$ cat config.mk
export PLATFORM = sky130hd
export DESIGN_NAME = mem_stage
export DESIGN_NICKNAME = d
export VERILOG_FILES = /design/src/rtl/mem_stage_pkg.sv /design/src/rtl/mem_stage_pipe_reg.sv /design/src/rtl/mem_stage.sv
export SDC_FILE = /design/constraint.sdc
export NUM_CORES = 1
export LEC_CHECK = 0
export CAP_MARGIN = 20
export CORE_UTILIZATION = 45
export DETAILED_ROUTE_END_ITERATION = 8
export PLACE_DENSITY_LB_ADDON = 0.3
export SYNTH_ARGS = -nofsm -noshare
export SYNTH_HDL_FRONTEND = slang
export SYNTH_HIERARCHICAL = 1
export SYNTH_SLANG_ARGS = --single-unit
$ cat constraint.sdc
create_clock -name clk -period 4.59 [get_ports clk]
set_input_delay 0.459 -clock clk [delete_from_list [all_inputs] [get_ports clk]]
set_output_delay 0.459 -clock clk [all_outputs]
set_load 0.02 [all_outputs]
$ cat src/rtl/mem_stage_pkg.sv
// Shared definitions for the memory stage: FSM encoding, the M/W pipeline
// register layouts and the word-alignment helper.
package mem_stage_pkg;

    localparam int MS_DBITS = 32;
    localparam int MS_REGW  = 4;

    typedef enum logic {
        MEMST_IDLE   = 1'b0,
        MEMST_ACCESS = 1'b1
    } memst_e;

    // Low address bits that must be zero for a word access.
    localparam logic [MS_DBITS-1:0] ALIGN_MASK = 'h3;

    typedef struct packed {
        logic                valid;
        logic [MS_DBITS-1:0] aluResult;
        logic [MS_DBITS-1:0] storeData;
        logic [MS_REGW-1:0]  destRegno;
        logic                regWrtEn;
        logic                memRead;
        logic                memWrite;
    } mreg_t;

    typedef struct packed {
        logic                wrtEn;
        logic [MS_DBITS-1:0] value;
        logic [MS_REGW-1:0]  regno;
    } wreg_t;

    function automatic logic is_misaligned(input logic [MS_DBITS-1:0] addr);
        return |(addr & ALIGN_MASK);
    endfunction

endpackage

$ cat src/rtl/mem_stage_pipe_reg.sv
// Generic pipeline register with asynchronous active-low reset, load enable
// and bubble insertion (a bubble loads all-zero, clearing the valid bit).
module mem_stage_pipe_reg #(
    parameter int WIDTH = 8
) (
    input  logic             clk,
    input  logic             rstN,
    input  logic             en_i,
    input  logic             bubble_i,
    input  logic [WIDTH-1:0] d_i,
    output logic [WIDTH-1:0] q_o
);

    logic [WIDTH-1:0] data_d;
    logic [WIDTH-1:0] data_q;

    assign data_d = bubble_i ? '0 : d_i;

    always_ff @(posedge clk or negedge rstN) begin
        if (!rstN) begin
            data_q <= '0;
        end else if (en_i) begin
            data_q <= data_d;
        end
    end

    assign q_o = data_q;

endmodule

$ cat src/rtl/mem_stage.sv
// Memory pipeline stage: EX/M register, data-memory req/ack access FSM,
// MEM/WB register and the M/W forwarding buses back into execute.
module mem_stage
    import mem_stage_pkg::*;
#(
    parameter int DBITS               = MS_DBITS,
    parameter int REG_INDEX_BIT_WIDTH = MS_REGW
) (
    input  logic                           clk,
    input  logic                           rstN,
    input  logic                           exValid,
    input  logic [DBITS-1:0]               exAluResult,
    input  logic [DBITS-1:0]               exStoreData,
    input  logic [REG_INDEX_BIT_WIDTH-1:0] exDestRegno,
    input  logic                           exRegWrtEn,
    input  logic                           exMemRead,
    input  logic                           exMemWrite,
    output logic                           stall,
    output logic                           memLoadPending,
    output logic [DBITS-1:0]               memFwdValue,
    output logic [REG_INDEX_BIT_WIDTH-1:0] memFwdRegno,
    output logic                           memFwdWrtEn,
    output logic [DBITS-1:0]               wbFwdValue,
    output logic [REG_INDEX_BIT_WIDTH-1:0] wbFwdRegno,
    output logic                           wbFwdWrtEn,
    output logic                           dmemReq,
    output logic                           dmemWe,
    output logic [DBITS-1:0]               dmemAddr,
    output logic [DBITS-1:0]               dmemWdata,
    input  logic                           dmemAck,
    input  logic [DBITS-1:0]               dmemRdata,
    output logic                           misalignErr
);

    localparam int MW = $bits(mreg_t);
    localparam int WW = $bits(wreg_t);

    memst_e         state_q, state_d;
    mreg_t          m_d, m_q;
    wreg_t          w_d, w_q;
    logic [MW-1:0]  mBits;
    logic [WW-1:0]  wBits;

    logic exIsStore;
    logic exMemOp;
    logic exStartsAccess;
    logic mMemOp;
    logic mMisaligned;
    logic stallInt;
    logic wbWrite;

    // Both read and write set is treated as a load, so only a pure write is a store.
    assign exIsStore      = exMemWrite & ~exMemRead;
    assign exMemOp        = exMemRead | exMemWrite;
    assign exStartsAccess = exValid & exMemOp & ~is_misaligned(exAluResult);

    always_comb begin
        m_d           = '0;
        m_d.valid     = exValid;
        m_d.aluResult = exAluResult;
        m_d.storeData = exStoreData;
        m_d.destRegno = exDestRegno;
        m_d.regWrtEn  = exRegWrtEn & ~exIsStore;
        m_d.memRead   = exMemRead;
        m_d.memWrite  = exIsStore;
    end

    assign stallInt = (state_q == MEMST_ACCESS) & ~dmemAck;

    mem_stage_pipe_reg #(
        .WIDTH (MW)
    ) u_m_reg (
        .clk      (clk),
        .rstN     (rstN),
        .en_i     (~stallInt),
        .bubble_i (~exValid),
        .d_i      (m_d),
        .q_o      (mBits)
    );

    assign m_q         = mreg_t'(mBits);
    assign mMemOp      = m_q.memRead | m_q.memWrite;
    assign mMisaligned = m_q.valid & mMemOp & is_misaligned(m_q.aluResult);

    always_ff @(posedge clk or negedge rstN) begin
        if (!rstN) begin
            state_q <= MEMST_IDLE;
        end else begin
            state_q <= state_d;
        end
    end

    // ACCESS persists while unacked, or when the op captured on the ack edge is itself an access.
    always_comb begin
        state_d = state_q;
        case (state_q)
            MEMST_IDLE: begin
                if (exStartsAccess) begin
                    state_d = MEMST_ACCESS;
                end
            end
            MEMST_ACCESS: begin
                if (dmemAck) begin
                    state_d = exStartsAccess ? MEMST_ACCESS : MEMST_IDLE;
                end
            end
            default: state_d = MEMST_IDLE;
        endcase
    end

    assign wbWrite = m_q.valid & m_q.regWrtEn & ~stallInt & ~mMisaligned;

    always_comb begin
        w_d       = '0;
        w_d.wrtEn = 1'b1;
        w_d.value = m_q.memRead ? dmemRdata : m_q.aluResult;
        w_d.regno = m_q.destRegno;
    end

    mem_stage_pipe_reg #(
        .WIDTH (WW)
    ) u_w_reg (
        .clk      (clk),
        .rstN     (rstN),
        .en_i     (1'b1),
        .bubble_i (~wbWrite),
        .d_i      (w_d),
        .q_o      (wBits)
    );

    assign w_q = wreg_t'(wBits);

    assign stall          = stallInt;
    assign dmemReq        = (state_q == MEMST_ACCESS);
    assign dmemWe         = dmemReq & m_q.memWrite;
    assign dmemAddr       = m_q.aluResult & ~ALIGN_MASK;
    assign dmemWdata      = m_q.storeData;
    assign misalignErr    = mMisaligned;

    assign memLoadPending = m_q.valid & m_q.memRead;
    assign memFwdValue    = m_q.aluResult;
    assign memFwdRegno    = m_q.destRegno;
    assign memFwdWrtEn    = m_q.valid & m_q.regWrtEn & ~m_q.memRead;

    assign wbFwdValue     = w_q.value;
    assign wbFwdRegno     = w_q.regno;
    assign wbFwdWrtEn     = w_q.wrtEn;

endmodule
Word-level counts from Yosys, hierarchy flattened
Cells that the tools add are included.
{ "word_totals": {"regBits": 110, "latchBits": 0, "mem_bits_rw": 0, "romBits": 0, "in_bits": 107, "memories": 0} }
{ "op_classes": {"addsub": 0, "n_mul": 0, "div_mod_pow": 0, "magnitude_cmp": 0, "eq_ne": 0, "shift": 0, "mux": 6, "bitwise": 23, "n_reduce_logical": 2} }
{ "op_table": {"columns": ["cell", "count"], "rows": [
  ["two-way mux 72 bit", 1],
  ["two-way mux 37 bit", 1],
  ["two-way mux 32 bit", 1],
  ["AND 1 bit", 13],
  ["NOT 1 bit", 8],
  ["OR reduction 2 bit", 2],
  ["two-way mux 1 bit", 2],
  ["bitwise OR 1 bit", 2],
  ["one-hot mux 1 bit (2 select lines)", 1]
]} }

Longest topological paths before layout
Gate-level depths: netlist of run 1.
{ "logic_depth": {"ltp_word": 6, "ltp_mapped": 6, "depth_no_buf": 4} }

Modules after synthesis
Netlist of run 1, hierarchy kept.
{ "modules_own_cells": {"columns": ["module", "n_inst", "cells_each", "area_per_inst_um2", "seq_area_each_um2"], "rows": [
  ["mem_stage_pipe_reg at u_m_reg", 1, 311, 3156.8, 1801.7],
  ["mem_stage_pipe_reg at u_w_reg", 1, 159, 1622.8, 925.9],
  ["mem_stage", 1, 84, 747.0, 25.0]
]} }

Least setup slack after synthesis of run 1
No wires, ideal clock.
{ "synth_path": {"kind": "flip-flop to flip-flop", "from": "register u_m_reg.data_q[40], in the netlist u_m_reg/q_o[40]", "to": "register u_w_reg.data_q[34], in the netlist u_w_reg/q_o[34]", "arrival_ns": 1.607, "t_required_ns": 4.507, "path_slack_ns": 2.901, "path_stages_with_launch": 6, "period_less_slack_ns": 1.689, "cell_sequence": "dfrtp_1 o221a_4 or3b_1 buf_2 nand3b_1 o21ai_0"} }
{ "synth_between": {"elab_chain_cells": 5} }
{ "synth_rtl": {"columns": ["element", "line", "rtl"], "rows": [
  ["start: declaration", "mem_stage_pipe_reg.sv:15", "logic [WIDTH-1:0] data_q;"],
  ["start signal: assignment", "mem_stage_pipe_reg.sv:23", "data_q <= data_d;"],
  ["OR reduction 2 bit", "mem_stage_pkg.sv:33", "return |(addr & ALIGN_MASK);"],
  ["AND 1 bit", "mem_stage.sv:83", "assign mMisaligned = m_q.valid & mMemOp & is_misaligned(m_q.aluResult);"],
  ["via misalignErr", "mem_stage.sv:32", "output logic misalignErr"],
  ["NOT 1 bit", "mem_stage.sv:111", "assign wbWrite = m_q.valid & m_q.regWrtEn & ~stallInt & ~mMisaligned;"],
  ["AND 1 bit", "mem_stage.sv:111", null],
  ["two-way mux 37 bit", "mem_stage_pipe_reg.sv:17", "assign data_d = bubble_i ? '0 : d_i;"],
  ["end signal: assignment", "mem_stage_pipe_reg.sv:23", null],
  ["end: declaration", "mem_stage_pipe_reg.sv:15", null]
]} }
The timed path passes the listed nets, and every way through them passes these cells.
A chain may end at the register's enable or synchronous reset.

Worst setup path after layout of run 1
{ "layout_path": {"from": "register u_m_reg.data_q[1], in the netlist u_m_reg/q_o[1]", "to": "output port misalignErr"} }
{ "layout_between": {"elab_chain_cells": 3} }
{ "layout_rtl": {"columns": ["element", "line", "rtl"], "rows": [
  ["bitwise OR 1 bit", "mem_stage.sv:82", "assign mMemOp = m_q.memRead | m_q.memWrite;"],
  ["AND 1 bit (2 in series)", "mem_stage.sv:83", null],
  ["end: declaration", "mem_stage.sv:32", null]
]} }
Every way passes these cells.

==> out/results.ini, run 1 <==
[worst_setup_path]
r2r_start=u_m_reg/q_o[1]
crit_fanout=36
cp-end-kind=primary output
startpoint=u_m_reg/q_o[1]
critPathBufInv=1
crit_type=flop to primary output
start_kind=flop
cp.arrival_ps=2180
cp_cell_sequence=o221a_4 -> clkdlybuf4s50_1
required_ps=4130
cp_slowest_stage_delay_ps=920
crit_slowest_cell=dfrtp_2
critical_path.top_delay_family=flip-flops

[final_layout]
final_nets=856
synthToLayoutAreaGrowth_pct=45.23
diodes=0
stdcell_count=901
n_fill_cell=982
drive_gt1_share_pct=7.294
design_area_mm2=0.008026

[timing]
period_needed_ps=2639
hold_slack_ps=249.8
worst_slack_ps=1951
final-hold-violation-count=0
slew_viol_final=0
rsz0062_at_grt=false
fin_setup_tns_ps=0
setup_viol=0
timing.final.crit_share_pct=57.50
max_freq_mhz=378.9
tightestPinTransition_ps=891.3
final.setup_skew_ps=9.367
relSlewSlack_pct=40.58

[die]
die_y_um=112.8
rows=40
ioPinCount=250
die-area_mm2=0.01273
core-area_mm2=0.01201
initial_utilization_pct=46.01
fp.dieW_um=112.8

[routing]
routed_wl_mm=14.32
routedWlPerCell_um=15.90
ant_nets=0
drt_iter0_markers=253
drt_pass1_iterations=4
viasPerCell=4.872
drc_errors=0
vias=4390

[yosys]
synthCells=554
synth_area_mm2=0.005527
ys_ff_latch=110
yosysSeqAreaShare_pct=49.81
synth.distinct_cells=21
syn_area_per_cell_um2=9.976
ys.warnings.count=6

[placement]
placed_area_mm2=0.007677
portBuffers=247
pre_cts_slack_ps=1742
dp_cells=884
gp_congestion=0.7964
hpwl_mm=10.12

[clocking]
root_buffer=clkbuf_16
cts_hold_buf=0
htreeDepth=3
clk_pin_slew_ps=70
clock_path_buffers=2
insertion_delay_ps=340
cts_resized=0
cts_setup_buffers=0
cts_buffers=9
clock_sinks=110
cts_tree=yes

[hold_path]
hp-class=primary input to asynchronous set/reset pin

[grt]
grtUsageTotal_pct=22.86
grt_pass1_wl_mm=22.83
grt_remaining_overflow=0
first_global_vias=4494
grt_start_max_net_pins=83
antenna_found_initial=0

[run]
maxCapViolations=0

[power_and_ir_drop]
p_leak_nw=3.328
ir_worst_vdd_mv=0.2193
power_density_mw_per_mm2=298.1

[status]
status=complete, no violations

[through the flow]
stage | utilization (%) | power [mW]
finish | 66.82 | 2.393
global route | 66.82 | 2.498
CTS | 66.70 | 2.419
detailed placement | 63.92 | 1.563
global placement | 63.92 | 1.551
floorplan | - | 1.326
[logic make-up after synthesis]
kind of cell	count (synthesis)	share of synthesized area, %
compound gates	111	10.39
buf+inv	181	17.41
flops	110	49.81
mux	32	6.520
other cells	2	0.1359
simple gates	118	15.73
[synth_stat cells, drive strengths merged]
library cell / instances / area [µm²]
o221a: 1 / 20.02
and2: 2 / 12.51
buf: 64 / 505.5
nand2: 1 / 3.750
or3b: 1 / 8.760
dfrtp: 110 / 2753
mux2: 32 / 360.4
o41ai: 1 / 8.760
clkbuf: 4 / 15.01
o21ai: 109 / 545.5
nand3b: 109 / 818.3
inv: 111 / 416.7
nor2b: 2 / 12.51
nand2b: 1 / 6.260
dlymetal6s2s: 2 / 25.02
nor2: 2 / 7.510
conb: 2 / 7.510
[layout make-up]
type / instances / area [µm²] / share of cell area (%)
flip-flops and latches: 110 / 2754 / 34.31
repair buffers: 251 / 2507 / 31.24
multi-input cells: 266 / 1831 / 22.81
inverters: 111 / 416.7 / 5.191
clock buffers: 12 / 256.5 / 3.196
well taps: 147 / 183.9 / 2.291
clock inverters: 4 / 77.57 / 0.9665
[routing by layer]
layer / wire length, µm / track usage (%) / vias to the layer above
met5: 0 / 0 / -
met4: 205 / 7.200 / 0
met3: 958 / 5.303 / 14
met2: 7271 / 40.62 / 153
met1: 5888 / 27.46 / 2076
li1: - / - / 2147
[worst reg2reg max path, cell delays in order (launching register included)]
cell,delay (ps)
dfrtp_2,710
o221a_4,380
or3b_1,600
buf_8,260
nand3b_1,180
o21ai_0,90
[where the power goes]
| part | leakage, nW | internal (mW) | switching [mW] | total [mW] |
|---|---|---|---|---|
| clock network | 0.163 | 0.512 | 0.337 | 0.849 |
| logic | 1.71 | 0.256 | 0.221 | 0.477 |
| registers | 1.46 | 1.02 | 0.0497 | 1.07 |
| total | 3.33 | 1.78 | 0.608 | 2.39 |
[sequential cells by signal, summed over array words and instances (netlist names)]
signal       count
dmemReq          1
u_m_reg/q_o     72
u_w_reg/q_o     37
[path summary, 6_finish.rpt]
check	endpoint	slack, ps	cells past startpoint
setup / recovery	misalignErr	1950	2
hold / removal	u_w_reg/q_o[9]	250	1
setup reg to reg	u_w_reg/q_o[20]	2310	5
hold reg to reg	u_m_reg/q_o[17]	510	2
max in group asynchronous	u_w_reg/q_o[10]	3260	2
min in group clk	u_m_reg/q_o[17]	510	2
[layout by cell type, fill, tap and decap left out, drive strengths merged]
| cell type | Yosys | routed |
|---|---|---|
| and2 | 2 | 2 |
| buf | 64 | 5 |
| bufinv | 0 | 2 |
| clkbuf | 4 | 12 |
| clkdlybuf4s50 | 0 | 246 |
| clkinv | 0 | 2 |
| conb | 2 | 5 |
| dfrtp | 110 | 110 |
| inv | 111 | 111 |
| mux2 | 32 | 32 |
| nand2 | 1 | 1 |
| nand2b | 1 | 1 |
| nand3b | 109 | 109 |
| nor2 | 2 | 2 |
| nor2b | 2 | 2 |
| o21ai | 109 | 109 |
| o221a | 1 | 1 |
| o41ai | 1 | 1 |
| or3b | 1 | 1 |
Power figures use the tool's default switching activity.
==> run 2, diff against run 1 <==
--- a/config.mk
+++ b/config.mk
@@ -6,7 +6,7 @@
 export NUM_CORES = 1
 export LEC_CHECK = 0
 export CAP_MARGIN = 20
-export CORE_UTILIZATION = 45
+export CORE_UTILIZATION = 42
 export DETAILED_ROUTE_END_ITERATION = 8
 export PLACE_DENSITY_LB_ADDON = 0.3
 export SYNTH_ARGS = -nofsm -noshare
==> constraint.sdc (replaced) <==
create_clock -name clk -period 2.65 [get_ports clk]
set_input_delay 0.265 -clock clk [delete_from_list [all_inputs] [get_ports clk]]
set_output_delay 0.265 -clock clk [all_outputs]
set_load 0.02 [all_outputs]
==> out/results.ini, run 2 (same netlist as run 1, synthesis figures left out) <==
[final_layout]
drive_gt1_share_pct=8.026  ; +0.73 points
diodes=0  ; unchanged
most-common-layout-cells=246 x clkdlybuf4s50_1, 110 x inv_1, 109 x dfrtp_1, 109 x nand3b_1, 58 x o21ai_0
stdcell_count=932  ; +3.4%
largest_register_ffs=72  ; unchanged
final_common_cell=clkdlybuf4s50_1
design_area_mm2=0.008133  ; +1.3%
final_nets=862  ; +0.70%
synthToLayoutAreaGrowth_pct=47.16
final_util_pct=63.93  ; -2.9 points

[clocking]
clock_path_buffers=2  ; unchanged
root_buffer=clkbuf_16
cts_buffers=9  ; unchanged
clk_pin_slew_ps=70  ; about the same
cts_setup_buffers=0  ; unchanged
clock_sinks=110  ; unchanged
insertion_delay_ps=340  ; about the same
cts_tree=yes
htreeDepth=3  ; unchanged

[routing]
viasPerCell=4.732  ; -2.9%
drt_iter0_markers=280  ; +11%
vias=4410  ; +0.46%
routed_wl_mm=14.24  ; -0.59%
drt_pass1_iterations=4  ; unchanged
ant_nets=0  ; unchanged
routedWlPerCell_um=15.28  ; -3.9%
drc_errors=0  ; unchanged

[placement]
hpwl_mm=10.25  ; +1.3%
placed_area_mm2=0.007766  ; +1.2%
pre_cts_slack_ps=688.9  ; -1054 ps
portBuffers=247  ; unchanged
dp_cells=915  ; +3.5%
gp_congestion=0.7766  ; -2.5%

[grt]
grt_start_max_net_pins=102  ; +23%
grt_remaining_overflow=0  ; unchanged
grtUsageTotal_pct=20.89  ; -2.0 points
first_global_vias=4310  ; -4.1%
grt_pass1_wl_mm=21.84  ; -4.4%
antenna_found_initial=0  ; unchanged

[timing]
period_needed_ps=2149
relSlewSlack_pct=43.29  ; +2.7 points
final.setup_skew_ps=6.100  ; -3.267 ps
tightestPinTransition_ps=850.7  ; -40.60 ps
setup_viol=0  ; unchanged
hold_slack_ps=408.7  ; +158.9 ps
fin_setup_tns_ps=0  ; unchanged
rsz0062_at_grt=false
final-hold-violation-count=0  ; unchanged
max_freq_mhz=465.4
slew_viol_final=0  ; unchanged
worst_slack_ps=501.4  ; -1449 ps
timing.final.crit_share_pct=81.08

[power_and_ir_drop]
swShare_pct=25.08  ; -0.33 points
power_density_mw_per_mm2=523.5  ; +76%
internal_power_mw=3.190  ; +79%
power.total_mw=4.257  ; +78%
ir_worst_vdd_mv=0.2958  ; +35%
switching_power_mw=1.068  ; +76%
p_clk_share_pct=37.0  ; +1.5 points
pwr-share-comb_pct=19.7  ; -0.3 points
sequentialPowerShare_pct=43.3  ; -1.3 points
p_leak_nw=3.370  ; +1.2%

[worst_setup_path]
cp_slowest_stage_delay_ps=680  ; -240 ps
crit_fanout=20  ; -44%
cp.arrival_ps=1880  ; -300 ps
crit_slowest_cell=dfrtp_2
cp-end-kind=primary output
start_kind=flop
critPathBufInv=1  ; unchanged
critical_path.top_delay_family=flip-flops
crit_type=flop to primary output
required_ps=2380  ; -1750 ps
cp_cell_sequence=o221a_4 -> clkdlybuf4s50_1

[die]
die-area_mm2=0.01362  ; +7.0%
die_y_um=116.7  ; +3.4%
rows=41  ; +2.5%
initial_utilization_pct=43.44  ; -2.6 points
fp.dieW_um=116.7  ; +3.4%
ioPinCount=250  ; unchanged
core-area_mm2=0.01272  ; +5.9%

[run]
maxCapViolations=0  ; unchanged

[hold_path]
hp-class=primary input to asynchronous set/reset pin

[status]
status=complete, no violations

## run 2: worst reg2reg max path, cell delays in order, from the launching register on
cell	delay, ps
dfrtp_2	600
o221a_4	310
or3b_1	390
buf_4	210
nand3b_1	170
o21ai_0	80
## run 2: final cells by class
| class | count | area, µm² |
|---|---|---|
| fill | 1091 | 4589 |
| inverter | 111 | 416.7 |
| sequential | 110 | 2754 |
| timing repair buffer | 257 | 2560 |
| clock buffer | 11 | 252.7 |
| clock inverter | 5 | 103.9 |
| multi-input combinational | 266 | 1831 |
| tap | 172 | 215.2 |
## run 2: metal layers
| layer | GRT usage [%] | up-vias | routed length [µm] |
|---|---|---|---|
| met3 | 5.241 | 22 | 1052 |
| met5 | 0 | - | 0 |
| li1 | - | 2153 | - |
| met4 | 8.608 | 0 | 314 |
| met2 | 34.44 | 163 | 6981 |
| met1 | 26.22 | 2072 | 5891 |
## run 2: timing repair
action,in CTS,in global routing
endpoints found under the hold margin,30,0
hold buffers,1,0
gates resized for setup,0,0
## run 2: power by group through the flow
| stage | Combinational, mW | Clock (mW) | Sequential [mW] |
|---|---|---|---|
| finish | 0.841 | 1.57 | 1.84 |
| global route | 0.907 | 1.68 | 1.85 |
| CTS | 0.844 | 1.61 | 1.84 |
| detailed placement | 0.840 | 0 | 1.88 |
| global placement | 0.823 | 0 | 1.87 |
| floorplan | 0.346 | 0 | 1.95 |
## run 2: worst paths after layout
kind,slack (ps),end,start,cells past startpoint
max,500,misalignErr,u_m_reg/q_o[1],2
min,410,u_m_reg/q_o[15],rstN,2
max reg2reg,810,u_w_reg/q_o[5],u_m_reg/q_o[1],5
min reg2reg,510,u_m_reg/q_o[37],u_m_reg/q_o[37],2
max in group asynchronous,1500,u_m_reg/q_o[1],rstN,3
min in group clk,480,u_m_reg/q_o[14],exStoreData[7],3
